`src/rtl/alu_result_fifo_if.sv`:
```
// Handshake bundle between the ALU, the result FIFO and the result consumer.
// master = producer/consumer side, slave = FIFO side.
interface alu_result_fifo_if #(
  parameter int unsigned SIZE  = 2,
  parameter int unsigned DEPTH = 4
);
  localparam int unsigned RW = 2 * SIZE;
  localparam int unsigned CW = $clog2(DEPTH) + 1;

  logic          in_valid;
  logic          in_ready;
  logic [3:0]    in_command;
  logic          in_overflow;
  logic [RW-1:0] in_result;
  logic          out_valid;
  logic          out_ready;
  logic [3:0]    out_command;
  logic          out_overflow;
  logic          out_zero;
  logic [RW-1:0] out_result;
  logic [CW-1:0] count;
  logic          sticky_overflow;
  logic          clear_sticky;

  modport master (
    output in_valid, in_command, in_overflow, in_result, out_ready, clear_sticky,
    input  in_ready, out_valid, out_command, out_overflow, out_zero, out_result,
           count, sticky_overflow
  );

  modport slave (
    input  in_valid, in_command, in_overflow, in_result, out_ready, clear_sticky,
    output in_ready, out_valid, out_command, out_overflow, out_zero, out_result,
           count, sticky_overflow
  );
endinterface

```
`src/rtl/alu_result_fifo.sv`:
```
// First-word-fall-through FIFO capturing ALU results with a per-entry zero flag
// and a sticky overflow status.
module alu_result_fifo #(
  parameter int unsigned SIZE  = 2,
  parameter int unsigned DEPTH = 4
) (
  input  logic            clk,
  input  logic            rst_n,
  alu_result_fifo_if.slave bus
);
  localparam int unsigned RW = 2 * SIZE;
  localparam int unsigned PW = $clog2(DEPTH);
  localparam int unsigned CW = PW + 1;

  typedef struct packed {
    logic [3:0]    cmd;
    logic          ovf;
    logic          zero;
    logic [RW-1:0] res;
  } entry_t;

  entry_t        mem_q [DEPTH];
  logic [PW-1:0] wptr_q, wptr_d;
  logic [PW-1:0] rptr_q, rptr_d;
  logic [CW-1:0] count_q, count_d;
  logic          sticky_q, sticky_d;
  logic          full, empty, push, pop;
  entry_t        head;

  // Handshake qualifiers use registered occupancy only, so in_ready never sees out_ready.
  assign full  = (count_q == CW'(DEPTH));
  assign empty = (count_q == '0);
  assign push  = bus.in_valid && !full;
  assign pop   = bus.out_ready && !empty;

  always_comb begin
    wptr_d   = push ? wptr_q + PW'(1) : wptr_q;
    rptr_d   = pop  ? rptr_q + PW'(1) : rptr_q;
    count_d  = count_q;
    if (push && !pop) count_d = count_q + CW'(1);
    if (pop && !push) count_d = count_q - CW'(1);
    sticky_d = sticky_q;
    if (bus.clear_sticky)           sticky_d = 1'b0;
    if (push && bus.in_overflow)    sticky_d = 1'b1;
  end

  always_ff @(posedge clk or negedge rst_n) begin
    if (!rst_n) begin
      wptr_q   <= '0;
      rptr_q   <= '0;
      count_q  <= '0;
      sticky_q <= 1'b0;
    end else begin
      wptr_q   <= wptr_d;
      rptr_q   <= rptr_d;
      count_q  <= count_d;
      sticky_q <= sticky_d;
    end
  end

  // Storage is not reset; count guards every read.
  always_ff @(posedge clk) begin
    if (push) begin
      mem_q[wptr_q] <= '{cmd:  bus.in_command,
                         ovf:  bus.in_overflow,
                         zero: (bus.in_result == '0),
                         res:  bus.in_result};
    end
  end

  always_comb begin
    head             = mem_q[rptr_q];
    bus.in_ready     = !full;
    bus.out_valid    = !empty;
    bus.count        = count_q;
    bus.sticky_overflow = sticky_q;
    bus.out_command  = '0;
    bus.out_overflow = 1'b0;
    bus.out_zero     = 1'b0;
    bus.out_result   = '0;
    if (!empty) begin
      bus.out_command  = head.cmd;
      bus.out_overflow = head.ovf;
      bus.out_zero     = head.zero;
      bus.out_result   = head.res;
    end
  end
endmodule

```
`src/flat_wrapper.sv`:
```
// flat-port wrapper written by rule: the top's interface ports become plain ports
module alu_result_fifo_flat 
#(
  parameter int unsigned SIZE  = 2,
  parameter int unsigned DEPTH = 4
)
  (clk, rst_n, bus_in_valid, bus_in_command, bus_in_overflow, bus_in_result, bus_out_ready, bus_clear_sticky, bus_in_ready, bus_out_valid, bus_out_command, bus_out_overflow, bus_out_zero, bus_out_result, bus_count, bus_sticky_overflow);
  alu_result_fifo_if #(.SIZE(SIZE), .DEPTH(DEPTH)) bus_i ();
  input  logic clk;
  input  logic rst_n;
  input wire logic [$bits(bus_i.in_valid)-1:0] bus_in_valid;
  input wire logic [$bits(bus_i.in_command)-1:0] bus_in_command;
  input wire logic [$bits(bus_i.in_overflow)-1:0] bus_in_overflow;
  input wire logic [$bits(bus_i.in_result)-1:0] bus_in_result;
  input wire logic [$bits(bus_i.out_ready)-1:0] bus_out_ready;
  input wire logic [$bits(bus_i.clear_sticky)-1:0] bus_clear_sticky;
  output wire logic [$bits(bus_i.in_ready)-1:0] bus_in_ready;
  output wire logic [$bits(bus_i.out_valid)-1:0] bus_out_valid;
  output wire logic [$bits(bus_i.out_command)-1:0] bus_out_command;
  output wire logic [$bits(bus_i.out_overflow)-1:0] bus_out_overflow;
  output wire logic [$bits(bus_i.out_zero)-1:0] bus_out_zero;
  output wire logic [$bits(bus_i.out_result)-1:0] bus_out_result;
  output wire logic [$bits(bus_i.count)-1:0] bus_count;
  output wire logic [$bits(bus_i.sticky_overflow)-1:0] bus_sticky_overflow;
  assign bus_i.in_valid = bus_in_valid;
  assign bus_i.in_command = bus_in_command;
  assign bus_i.in_overflow = bus_in_overflow;
  assign bus_i.in_result = bus_in_result;
  assign bus_i.out_ready = bus_out_ready;
  assign bus_i.clear_sticky = bus_clear_sticky;
  assign bus_in_ready = bus_i.in_ready;
  assign bus_out_valid = bus_i.out_valid;
  assign bus_out_command = bus_i.out_command;
  assign bus_out_overflow = bus_i.out_overflow;
  assign bus_out_zero = bus_i.out_zero;
  assign bus_out_result = bus_i.out_result;
  assign bus_count = bus_i.count;
  assign bus_sticky_overflow = bus_i.sticky_overflow;
  alu_result_fifo #(.SIZE(SIZE), .DEPTH(DEPTH)) u_core (.clk(clk), .rst_n(rst_n), .bus(bus_i));
endmodule
```
`config.mk`:
```
export PLATFORM = sky130hd
export DESIGN_NAME = alu_result_fifo_flat
export DESIGN_NICKNAME = d
export VERILOG_FILES = /design/src/rtl/alu_result_fifo_if.sv /design/src/rtl/alu_result_fifo.sv /design/src/flat_wrapper.sv
export SDC_FILE = /design/constraint.sdc
export NUM_CORES = 1
export LEC_CHECK = 0
export CORE_ASPECT_RATIO = 1.1
export CORE_MARGIN = 8
export CORE_UTILIZATION = 35
export DETAILED_ROUTE_END_ITERATION = 10
export PLACE_DENSITY_LB_ADDON = 0.3
export SYNTH_ARGS = -nofsm -noshare
export SYNTH_HDL_FRONTEND = slang
export SYNTH_SLANG_ARGS = --single-unit
```
`constraint.sdc`:
```
create_clock -name clk -period 5 [get_ports clk]
set_input_delay 0.5 -clock clk [delete_from_list [all_inputs] [get_ports clk]]
set_output_delay 0.5 -clock clk [all_outputs]
set_load 0.05 [all_outputs]
```
==> results of run 1 <==
[per-layer routing]
layer / wire length, µm / global-route usage, %
met1: 1400 / 9.45
met2: 1840 / 16.2
met3: 236 / 3.65
met4: 44 / 4.16
met5: 0 / 0
[how the worst max path moves through the flow]
stage | slack [ns] | startpoint | to
detailed placement | 2.20 | u_core.rptr_q[0] | bus_out_zero
finish | 1.96 | u_core.rptr_q[0] | bus_out_zero
CTS | 1.88 | u_core.rptr_q[0] | bus_out_zero
global placement | 2.22 | u_core.rptr_q[0] | bus_out_zero
floorplan | 2.51 | u_core.bus.count[2] | u_core.bus.count[2]
global route | 1.80 | u_core.rptr_q[0] | bus_out_command[2]
[cell type report]
cell class	count	area share (%)
sequential	48	57.4
multi-input combinational	47	21.6
timing repair buffer	29	11.9
clock buffer	8	4.10
tap	75	3.85
inverter	7	1.08
[sequential cells by signal, summed over array words and instances, names as in the netlist]
signal,flops
u_core.bus.count,3
u_core.bus.sticky_overflow,1
u_core.mem_q,40
u_core.rptr_q,2
u_core.wptr_q,2
[cell usage after synthesis, drive strengths merged]
cell    count  area share, %
edfxtp     40             61
nor4        1           0.32
and3        4            1.3
or3         1           0.32
fa          1            1.0
nor2        1           0.19
mux4       10             11
nand3       1           0.25
inv         7            1.3
clkbuf      1           0.19
xor2        3            1.3
or3b        1           0.57
mux2        1           0.76
nand2       1           0.19
dfrtp       8             10
ha          5            3.2
buf         2           0.63
o21ai       1           0.25
xnor2       3            1.3
and2       12            3.9
a22o        1           0.44
[cell families (layout without fill, tap and decap cells)]
kind of cell / after synthesis / in the layout / synth area share [%]
fa+ha+maj: 6 / 6 / 4.19
mux: 11 / 11 / 12.2
buf+inv: 10 / 44 / 2.16
compound gates: 2 / 2 / 0.698
xor+xnor: 6 / 6 / 2.67
simple gates: 22 / 22 / 7.04
flops: 48 / 48 / 71.1
[per-stage QoR]
step | utilization [%] | setup slack [ns] | hold slack, ns
5_1_grt | 45.2 | 1.80 | 0.510
4_1_cts | 45.2 | 1.88 | 0.504
3_5_place_dp | 43.4 | 2.20 | 0.502
6_report | 45.2 | 1.96 | 0.491
2_1_floorplan | - | 2.51 | 0.204
3_3_place_gp | 43.4 | 2.22 | 0.494
==> impl_metrics.xml, run 1 <==
<?xml version="1.0" encoding="UTF-8"?>
<metrics>
  <group name="grt">
    <metric name="grt_antenna_before_repair" unit="">0</metric>
    <metric name="largest_net_degree_at_the_start_of_global_routing" unit="">15</metric>
    <metric name="grt_pass1_wl" unit="µm">5660</metric>
    <metric name="grt_pass1_vias" unit="">1089</metric>
    <metric name="globalRouteTotalUtil" unit="%">9.24</metric>
    <metric name="overflow" unit="">0</metric>
  </group>
  <group name="clocking">
    <metric name="cts.sink_count" unit="">48</metric>
    <metric name="cts_tree" unit="">done</metric>
    <metric name="cts_inserted_buffers" unit="">5</metric>
    <metric name="cts.repair.resized" unit="">0</metric>
    <metric name="worstSkewPairLatency" unit="ns">0.29</metric>
    <metric name="cts_max_path_buffers" unit="">2</metric>
    <metric name="cts_hold_repair.buffers" unit="">0</metric>
    <metric name="clkSlewWorstSetupHoldPaths" unit="ns">0.08</metric>
    <metric name="post-cts-setup-buffer-count" unit="">0</metric>
    <metric name="cts_root_buffer" unit="">clkbuf_8</metric>
    <metric name="htree_num_levels" unit="">2</metric>
  </group>
  <group name="logic_synthesis">
    <metric name="syn-instance-count" unit="">105</metric>
    <metric name="synth_nets" unit="">125</metric>
    <metric name="netlist-cell-type-count" unit="">23</metric>
    <metric name="syn-cell-area" unit="µm²">1970</metric>
    <metric name="synth-seq-cells" unit="">48</metric>
    <metric name="synth-warning-count" unit="">0</metric>
    <metric name="synth-seq-area-share" unit="%">71.1</metric>
    <metric name="avgSynthCellArea" unit="µm²">18.8</metric>
  </group>
  <group name="critical_path">
    <metric name="timing.critical_path.buf_inv" unit="">1</metric>
    <metric name="setup.worst_path.start_class" unit="">register</metric>
    <metric name="crit_type" unit="">register to output pin</metric>
    <metric name="critical_path.reg2reg.endpoint" unit="">u_core.bus.count[1]</metric>
    <metric name="critical-path-max-stage-delay" unit="ns">0.80</metric>
    <metric name="launching_point_of_the_worst_reg2reg_path" unit="">u_core.bus.count[0]</metric>
    <metric name="crit_fanout" unit="">12</metric>
    <metric name="critical_path_depth" unit="">3</metric>
    <metric name="ff2ff_path_depth" unit="">6</metric>
    <metric name="critPathRequiredTime" unit="ns">4.50</metric>
    <metric name="regToRegSetupSlack" unit="ns">2.77</metric>
    <metric name="worst_setup_path_end_kind" unit="">output pin</metric>
    <metric name="timing.critical_path.slowest_stage_cell" unit="">dfrtp_1</metric>
    <metric name="cp_cell_sequence" unit="">mux4_2, and2_1, clkdlybuf4s50_1</metric>
    <metric name="arrival" unit="ns">2.54</metric>
    <metric name="critical-path-top-delay-family" unit="">flip-flops</metric>
  </group>
  <group name="die">
    <metric name="std_cell_rows" unit="">28</metric>
    <metric name="fp.dieH" unit="µm">94.7</metric>
    <metric name="core_region_area" unit="µm²">5400</metric>
    <metric name="floorplan.die.width" unit="µm">87.6</metric>
    <metric name="initial_core_util" unit="%">36.5</metric>
    <metric name="top_level_ports" unit="">30</metric>
    <metric name="dieArea" unit="µm²">8290</metric>
  </group>
  <group name="run_status">
    <metric name="run_status" unit="">finished clean</metric>
  </group>
  <group name="placed_design">
    <metric name="io_buffers" unit="">29</metric>
    <metric name="gp_congestion" unit="">0.675</metric>
    <metric name="post-place-cells" unit="">206</metric>
    <metric name="placedInstanceArea" unit="µm²">2340</metric>
    <metric name="dpl.hpwl" unit="µm">2500</metric>
  </group>
  <group name="final_layout">
    <metric name="register_area" unit="µm²">1400</metric>
    <metric name="nNetsFinal" unit="">158</metric>
    <metric name="design_area" unit="µm²">2440</metric>
    <metric name="area_growth" unit="%">23.7</metric>
    <metric name="n_antenna_cell" unit="">0</metric>
    <metric name="layoutNonFillerInstCount" unit="">214</metric>
    <metric name="layout_cells_sized_above_1" unit="%">14.4</metric>
    <metric name="highest_count_cells_in_the_layout_ignoring_fill_and_taps" unit="">edfxtp_1, clkdlybuf4s50_1, and2_1</metric>
    <metric name="mostFrequentLayoutCell" unit="">edfxtp_1</metric>
    <metric name="n_fill_cell" unit="">488</metric>
    <metric name="multi_input_area" unit="µm²">528</metric>
  </group>
  <group name="sta">
    <metric name="worstMarginPinSlew" unit="ns">0.701</metric>
    <metric name="slew_headroom" unit="%">53.2</metric>
    <metric name="unrepaired_setup_endpoints_after_global_routing" unit="">false</metric>
    <metric name="timing.setup.tns" unit="ns">0</metric>
    <metric name="final.min_clock_period" unit="ns">3.04</metric>
    <metric name="hold_violations" unit="">0</metric>
    <metric name="period_share" unit="%">60.8</metric>
    <metric name="final_setup_violation_count" unit="">0</metric>
    <metric name="clock-skew-final" unit="ns">0.0115</metric>
    <metric name="clock.fmax" unit="MHz">329</metric>
    <metric name="max_slew_violation_total_from_the_final_report" unit="">0</metric>
  </group>
  <group name="routing">
    <metric name="detail_route.wirelength" unit="µm">3510</metric>
    <metric name="detailedRoute.firstIterationViolations" unit="">100</metric>
    <metric name="remaining_design_rule_violation_count" unit="">0</metric>
    <metric name="drt-pass1-iter-count" unit="">4</metric>
    <metric name="vias_after_detailed_routing" unit="">987</metric>
    <metric name="via_per_inst" unit="">4.61</metric>
    <metric name="avgRoutedWirePerCell" unit="µm">16.4</metric>
    <metric name="postRouteAntennaNets" unit="">0</metric>
  </group>
  <group name="worst_hold_path">
    <metric name="min-delay-path-class" unit="">primary input to async pin</metric>
  </group>
  <group name="flow_run">
    <metric name="maxCapViolations" unit="">0</metric>
  </group>
</metrics>
Power of run 1 is left out: the tool's default activity adds up to more than one toggle a clock period on the data nets, which glitch-free logic cannot reach.
==> run 2, diff against run 1 <==
- clock period: 5 -> 2.5 ns (I/O delays scaled with it)
==> impl_metrics.xml, run 2 (synthesized netlist as in run 1, its figures left out) <==
<?xml version="1.0" encoding="UTF-8"?>
<metrics>
  <group name="critical_path">
    <metric name="launching_point_of_the_worst_reg2reg_path" unit="">u_core.bus.count[0]</metric>
    <metric name="critPathRequiredTime" unit="ns">2.73</metric>
    <metric name="regToRegSetupSlack" unit="ns">0.29</metric>
    <metric name="critical-path-top-delay-family" unit="">simple AND/OR/NAND/NOR gates</metric>
    <metric name="crit_type" unit="">register to register</metric>
    <metric name="critical_path.reg2reg.endpoint" unit="">u_core.bus.count[2]</metric>
    <metric name="setup.worst_path.start_class" unit="">register</metric>
    <metric name="arrival" unit="ns">2.44</metric>
    <metric name="ff2ff_path_depth" unit="">9</metric>
    <metric name="cp_cell_sequence" unit="">or3b_4, and2_4, inv_1, ha_1, inv_1, fa_1, xor2_1, nor2_1, xor2_1</metric>
    <metric name="critical-path-max-stage-delay" unit="ns">0.44</metric>
    <metric name="crit_fanout" unit="">6</metric>
    <metric name="timing.critical_path.buf_inv" unit="">2</metric>
    <metric name="timing.critical_path.slowest_stage_cell" unit="">or3b_4</metric>
    <metric name="worst_setup_path_end_kind" unit="">register</metric>
  </group>
  <group name="routing">
    <metric name="drt-pass1-iter-count" unit="">4</metric>
    <metric name="detail_route.wirelength" unit="µm">3610</metric>
    <metric name="postRouteAntennaNets" unit="">0</metric>
    <metric name="remaining_design_rule_violation_count" unit="">0</metric>
    <metric name="vias_after_detailed_routing" unit="">1026</metric>
    <metric name="detailedRoute.firstIterationViolations" unit="">73</metric>
    <metric name="avgRoutedWirePerCell" unit="µm">16.7</metric>
    <metric name="via_per_inst" unit="">4.75</metric>
  </group>
  <group name="grt">
    <metric name="use_met3" unit="%">3.04</metric>
    <metric name="largest_net_degree_at_the_start_of_global_routing" unit="">14</metric>
    <metric name="use_met2" unit="%">16.3</metric>
    <metric name="overflow" unit="">0</metric>
    <metric name="globalRouteTotalUtil" unit="%">9.73</metric>
    <metric name="gr-usage-met1" unit="%">10.8</metric>
    <metric name="grt_pass1_vias" unit="">1189</metric>
    <metric name="grt_antenna_before_repair" unit="">0</metric>
    <metric name="grt_pass1_wl" unit="µm">5910</metric>
    <metric name="gr-max-usage-layer" unit="">met2</metric>
  </group>
  <group name="final_layout">
    <metric name="nNetsFinal" unit="">161</metric>
    <metric name="final_core_utilization" unit="%">44.8</metric>
    <metric name="largest_reg_flops" unit="">40</metric>
    <metric name="n_antenna_cell" unit="">0</metric>
    <metric name="highest_count_cells_in_the_layout_ignoring_fill_and_taps" unit="">edfxtp_1, clkdlybuf4s50_1, buf_4</metric>
    <metric name="area_growth" unit="%">22.5</metric>
    <metric name="mostFrequentLayoutCell" unit="">edfxtp_1</metric>
    <metric name="max_flop_register" unit="">u_core.mem_q</metric>
    <metric name="layout_cells_sized_above_1" unit="%">22.7</metric>
    <metric name="n_fill_cell" unit="">496</metric>
  </group>
  <group name="sta">
    <metric name="final.min_clock_period" unit="ns">2.21</metric>
    <metric name="worstMarginPinSlew" unit="ns">0.579</metric>
    <metric name="slew_headroom" unit="%">61.4</metric>
    <metric name="clock-skew-final" unit="ns">0.00353</metric>
    <metric name="hold_violations" unit="">0</metric>
    <metric name="unrepaired_setup_endpoints_after_global_routing" unit="">false</metric>
    <metric name="clock.fmax" unit="MHz">452</metric>
    <metric name="final_setup_violation_count" unit="">0</metric>
    <metric name="period_share" unit="%">88.4</metric>
    <metric name="timing.setup.tns" unit="ns">0</metric>
    <metric name="max_slew_violation_total_from_the_final_report" unit="">0</metric>
  </group>
  <group name="placed_design">
    <metric name="dpl.hpwl" unit="µm">2560</metric>
    <metric name="gp_congestion" unit="">0.698</metric>
    <metric name="io_buffers" unit="">29</metric>
  </group>
  <group name="die">
    <metric name="core_region_area" unit="µm²">5400</metric>
    <metric name="floorplan.die.width" unit="µm">87.6</metric>
    <metric name="initial_core_util" unit="%">36.5</metric>
    <metric name="std_cell_rows" unit="">28</metric>
    <metric name="top_level_ports" unit="">30</metric>
    <metric name="dieArea" unit="µm²">8290</metric>
    <metric name="fp.dieH" unit="µm">94.7</metric>
  </group>
  <group name="clocking">
    <metric name="cts_inserted_buffers" unit="">5</metric>
    <metric name="cts.repair.resized" unit="">0</metric>
    <metric name="clkSlewWorstSetupHoldPaths" unit="ns">0.08</metric>
    <metric name="htree_num_levels" unit="">2</metric>
    <metric name="cts_root_buffer" unit="">clkbuf_8</metric>
    <metric name="cts_hold_repair.buffers" unit="">0</metric>
    <metric name="cts_tree" unit="">done</metric>
    <metric name="post-cts-setup-buffer-count" unit="">0</metric>
    <metric name="cts.sink_count" unit="">48</metric>
    <metric name="worstSkewPairLatency" unit="ns">0.29</metric>
    <metric name="cts_max_path_buffers" unit="">2</metric>
  </group>
  <group name="flow_run">
    <metric name="maxCapViolations" unit="">0</metric>
  </group>
  <group name="worst_hold_path">
    <metric name="min-delay-path-class" unit="">primary input to async pin</metric>
  </group>
  <group name="run_status">
    <metric name="run_status" unit="">finished clean</metric>
  </group>
</metrics>
## run 2: cell types whose count changed in the layout (fill, tap and decap cells not counted)
cell and delta:
buf_4 +13, clkbuf_8 -2, clkdlybuf4s50_1 -10, clkinv_2 +1
## run 2: final cells by class
cell class                      count  area (µm²)  share of cell area, %
Inverter                            7        26.3                   1.09
Clock buffer                        6        72.6                   3.01
Tap cell                           75        93.8                   3.89
Timing Repair Buffer               32         288                   11.9
Sequential cell                    48        1400                   58.0
Multi-Input combinational cell     47         528                   21.9
Clock inverter                      1        5.00                  0.207
## run 2: routing by layer
layer	routed length (µm)	vias up
li1	-	466
met5	0	-
met1	1510	533
met3	152	7
met2	1890	20
met4	63	0
## run 2: worst max-delay path by stage
stage                             start                   to  slack, ns  depth (start not counted)
finish              u_core.bus.count[0]  u_core.bus.count[2]       0.29                          9
global placement    u_core.bus.count[0]  u_core.bus.count[2]       0.37                          9
CTS                 u_core.bus.count[0]  u_core.bus.count[2]       0.27                          9
global route        u_core.bus.count[0]  u_core.bus.count[2]       0.18                          9
detailed placement  u_core.bus.count[0]  u_core.bus.count[2]       0.29                          9
floorplan           u_core.bus.count[2]  u_core.bus.count[2]       0.01                          9
## run 2: stage by stage
step	instances	instance area (µm²)	hold WS (ns)	worst slack [ns]
2_1_floorplan	105	1970	-0.0456	0.0145
3_3_place_gp	209	2340	0.491	0.374
3_5_place_dp	209	2340	0.498	0.287
4_1_cts	216	2410	0.254	0.267
5_1_grt	216	2410	0.261	0.180
6_report	216	2410	0.242	0.290
## run 2: worst register-to-register path, delay by kind of cell, from the launching register on
family | cells | cell delay [ns]
buffers and inverters | 2 | 0.11
AND/OR/NAND/NOR | 3 | 0.75
XOR/XNOR | 2 | 0.30
flip-flops | 1 | 0.43
adder cells (fa/ha/maj) | 2 | 0.54
Power of run 2 is left out for the same reason.
==> run 3, diff against run 2 <==
- CAP_MARGIN: not set -> 20
- CELL_PAD_IN_SITES_DETAIL_PLACEMENT: not set -> 0
- CELL_PAD_IN_SITES_GLOBAL_PLACEMENT: not set -> 1
- REMOVE_ABC_BUFFERS: not set -> 1
==> impl_metrics.xml, run 3 (synthesized netlist as in run 1, its figures left out) <==
<?xml version="1.0" encoding="UTF-8"?>
<metrics>
  <group name="final_layout">
    <metric name="mostFrequentLayoutCell" unit="">edfxtp_1</metric>
    <metric name="layoutNonFillerInstCount" unit="">216</metric>
    <metric name="highest_count_cells_in_the_layout_ignoring_fill_and_taps" unit="">edfxtp_1, clkdlybuf4s50_1, buf_4</metric>
    <metric name="layout_cells_sized_above_1" unit="%">22.7</metric>
    <metric name="area_growth" unit="%">23.6</metric>
    <metric name="max_flop_register" unit="">u_core.mem_q</metric>
    <metric name="largest_reg_flops" unit="">40</metric>
    <metric name="nNetsFinal" unit="">160</metric>
    <metric name="n_antenna_cell" unit="">0</metric>
  </group>
  <group name="routing">
    <metric name="avgRoutedWirePerCell" unit="µm">16.9</metric>
    <metric name="postRouteAntennaNets" unit="">0</metric>
    <metric name="vias_after_detailed_routing" unit="">1023</metric>
    <metric name="remaining_design_rule_violation_count" unit="">0</metric>
    <metric name="via_per_inst" unit="">4.74</metric>
    <metric name="detail_route.wirelength" unit="µm">3650</metric>
    <metric name="drt-pass1-iter-count" unit="">4</metric>
    <metric name="detailedRoute.firstIterationViolations" unit="">76</metric>
  </group>
  <group name="sta">
    <metric name="final.min_clock_period" unit="ns">2.26</metric>
    <metric name="clock-skew-final" unit="ns">0.0105</metric>
    <metric name="unrepaired_setup_endpoints_after_global_routing" unit="">false</metric>
    <metric name="final_setup_violation_count" unit="">0</metric>
    <metric name="period_share" unit="%">90.6</metric>
    <metric name="worstMarginPinSlew" unit="ns">0.636</metric>
    <metric name="clock.fmax" unit="MHz">442</metric>
    <metric name="hold_violations" unit="">0</metric>
    <metric name="max_slew_violation_total_from_the_final_report" unit="">0</metric>
    <metric name="slew_headroom" unit="%">57.2</metric>
  </group>
  <group name="placed_design">
    <metric name="dpl.hpwl" unit="µm">2510</metric>
    <metric name="gp_congestion" unit="">0.691</metric>
    <metric name="io_buffers" unit="">29</metric>
    <metric name="post-place-cells" unit="">208</metric>
  </group>
  <group name="clocking">
    <metric name="cts_root_buffer" unit="">clkbuf_8</metric>
    <metric name="cts_inserted_buffers" unit="">5</metric>
    <metric name="cts.repair.resized" unit="">0</metric>
    <metric name="worstSkewPairLatency" unit="ns">0.30</metric>
    <metric name="post-cts-setup-buffer-count" unit="">0</metric>
    <metric name="cts.sink_count" unit="">48</metric>
    <metric name="cts_tree" unit="">done</metric>
    <metric name="cts_hold_repair.buffers" unit="">0</metric>
    <metric name="htree_num_levels" unit="">2</metric>
    <metric name="clkSlewWorstSetupHoldPaths" unit="ns">0.08</metric>
    <metric name="cts_max_path_buffers" unit="">2</metric>
  </group>
  <group name="die">
    <metric name="dieArea" unit="µm²">8290</metric>
    <metric name="core_region_area" unit="µm²">5400</metric>
    <metric name="top_level_ports" unit="">30</metric>
    <metric name="initial_core_util" unit="%">36.5</metric>
    <metric name="fp.dieH" unit="µm">94.7</metric>
    <metric name="std_cell_rows" unit="">28</metric>
    <metric name="floorplan.die.width" unit="µm">87.6</metric>
  </group>
  <group name="critical_path">
    <metric name="crit_fanout" unit="">12</metric>
    <metric name="crit_type" unit="">register to output pin</metric>
    <metric name="worst_setup_path_end_kind" unit="">output pin</metric>
    <metric name="critPathRequiredTime" unit="ns">2.25</metric>
    <metric name="arrival" unit="ns">2.01</metric>
    <metric name="setup.worst_path.start_class" unit="">register</metric>
  </group>
  <group name="grt">
    <metric name="globalRouteTotalUtil" unit="%">9.66</metric>
    <metric name="overflow" unit="">0</metric>
    <metric name="largest_net_degree_at_the_start_of_global_routing" unit="">15</metric>
    <metric name="grt_pass1_wl" unit="µm">5870</metric>
    <metric name="grt_pass1_vias" unit="">1130</metric>
    <metric name="grt_antenna_before_repair" unit="">0</metric>
  </group>
  <group name="flow_run">
    <metric name="maxCapViolations" unit="">0</metric>
  </group>
  <group name="run_status">
    <metric name="run_status" unit="">finished clean</metric>
  </group>
  <group name="worst_hold_path">
    <metric name="min-delay-path-class" unit="">primary input to async pin</metric>
  </group>
</metrics>
==> run 3: cell types whose count changed in the layout (fill, tap and decap cells not counted) <==
cell | before | now
buf_4 | 13 | 12
bufinv_16 | 0 | 1
==> run 3: per-layer routing <==
layer	global-route usage, %	part of all wire, %	up-vias
met5	0	0	-
met4	4.02	2.1	0
met3	3.82	6.3	8
met2	15.7	49	30
met1	11.1	43	523
li1	-	-	462
==> run 3: final timing paths <==
path | start | to | slack [ns] | depth (start not counted)
min in group clk | u_core.bus.sticky_overflow | u_core.bus.sticky_overflow | 0.51 | 1
max | u_core.bus.count[2] | bus_out_valid | 0.24 | 3
min | rst_n | u_core.wptr_q[0] | 0.25 | 1
max reg2reg | u_core.bus.count[0] | u_core.bus.count[2] | 0.27 | 9
min reg2reg | u_core.bus.sticky_overflow | u_core.bus.sticky_overflow | 0.51 | 1
max in group asynchronous | rst_n | u_core.rptr_q[0] | 1.96 | 1
==> run 3: worst max-delay path: stages (launching register included) <==
cell and delay [ns]:
dfrtp_1 0.42, or3_1 0.39, buf_4 0.19, clkdlybuf4s50_1 0.71
==> run 3: stage by stage <==
stage / hold WS [ns] / setup WS, ns / util, % / instance area (µm²) / TNS, ns
floorplan: -0.0456 / -0.0598 / - / 1960 / -0.0598
global placement: 0.487 / 0.356 / 43.2 / 2330 / 0
detailed placement: 0.502 / 0.272 / 43.2 / 2330 / 0
CTS: 0.247 / 0.217 / 45.2 / 2440 / 0
global route: 0.248 / 0.115 / 45.2 / 2440 / 0
finish: 0.249 / 0.236 / 45.2 / 2440 / 0
==> run 3: layout make-up <==
type / instances / area, µm²
Clock buffer: 6 / 72.6
Sequential cell: 48 / 1400
Fill cell: 503 / 2960
Clock inverter: 2 / 35.0
Multi-Input combinational cell: 47 / 528
Timing Repair Buffer: 31 / 280
Tap cell: 75 / 93.8
Inverter: 7 / 26.3
Power of run 3 is left out for the same reason.
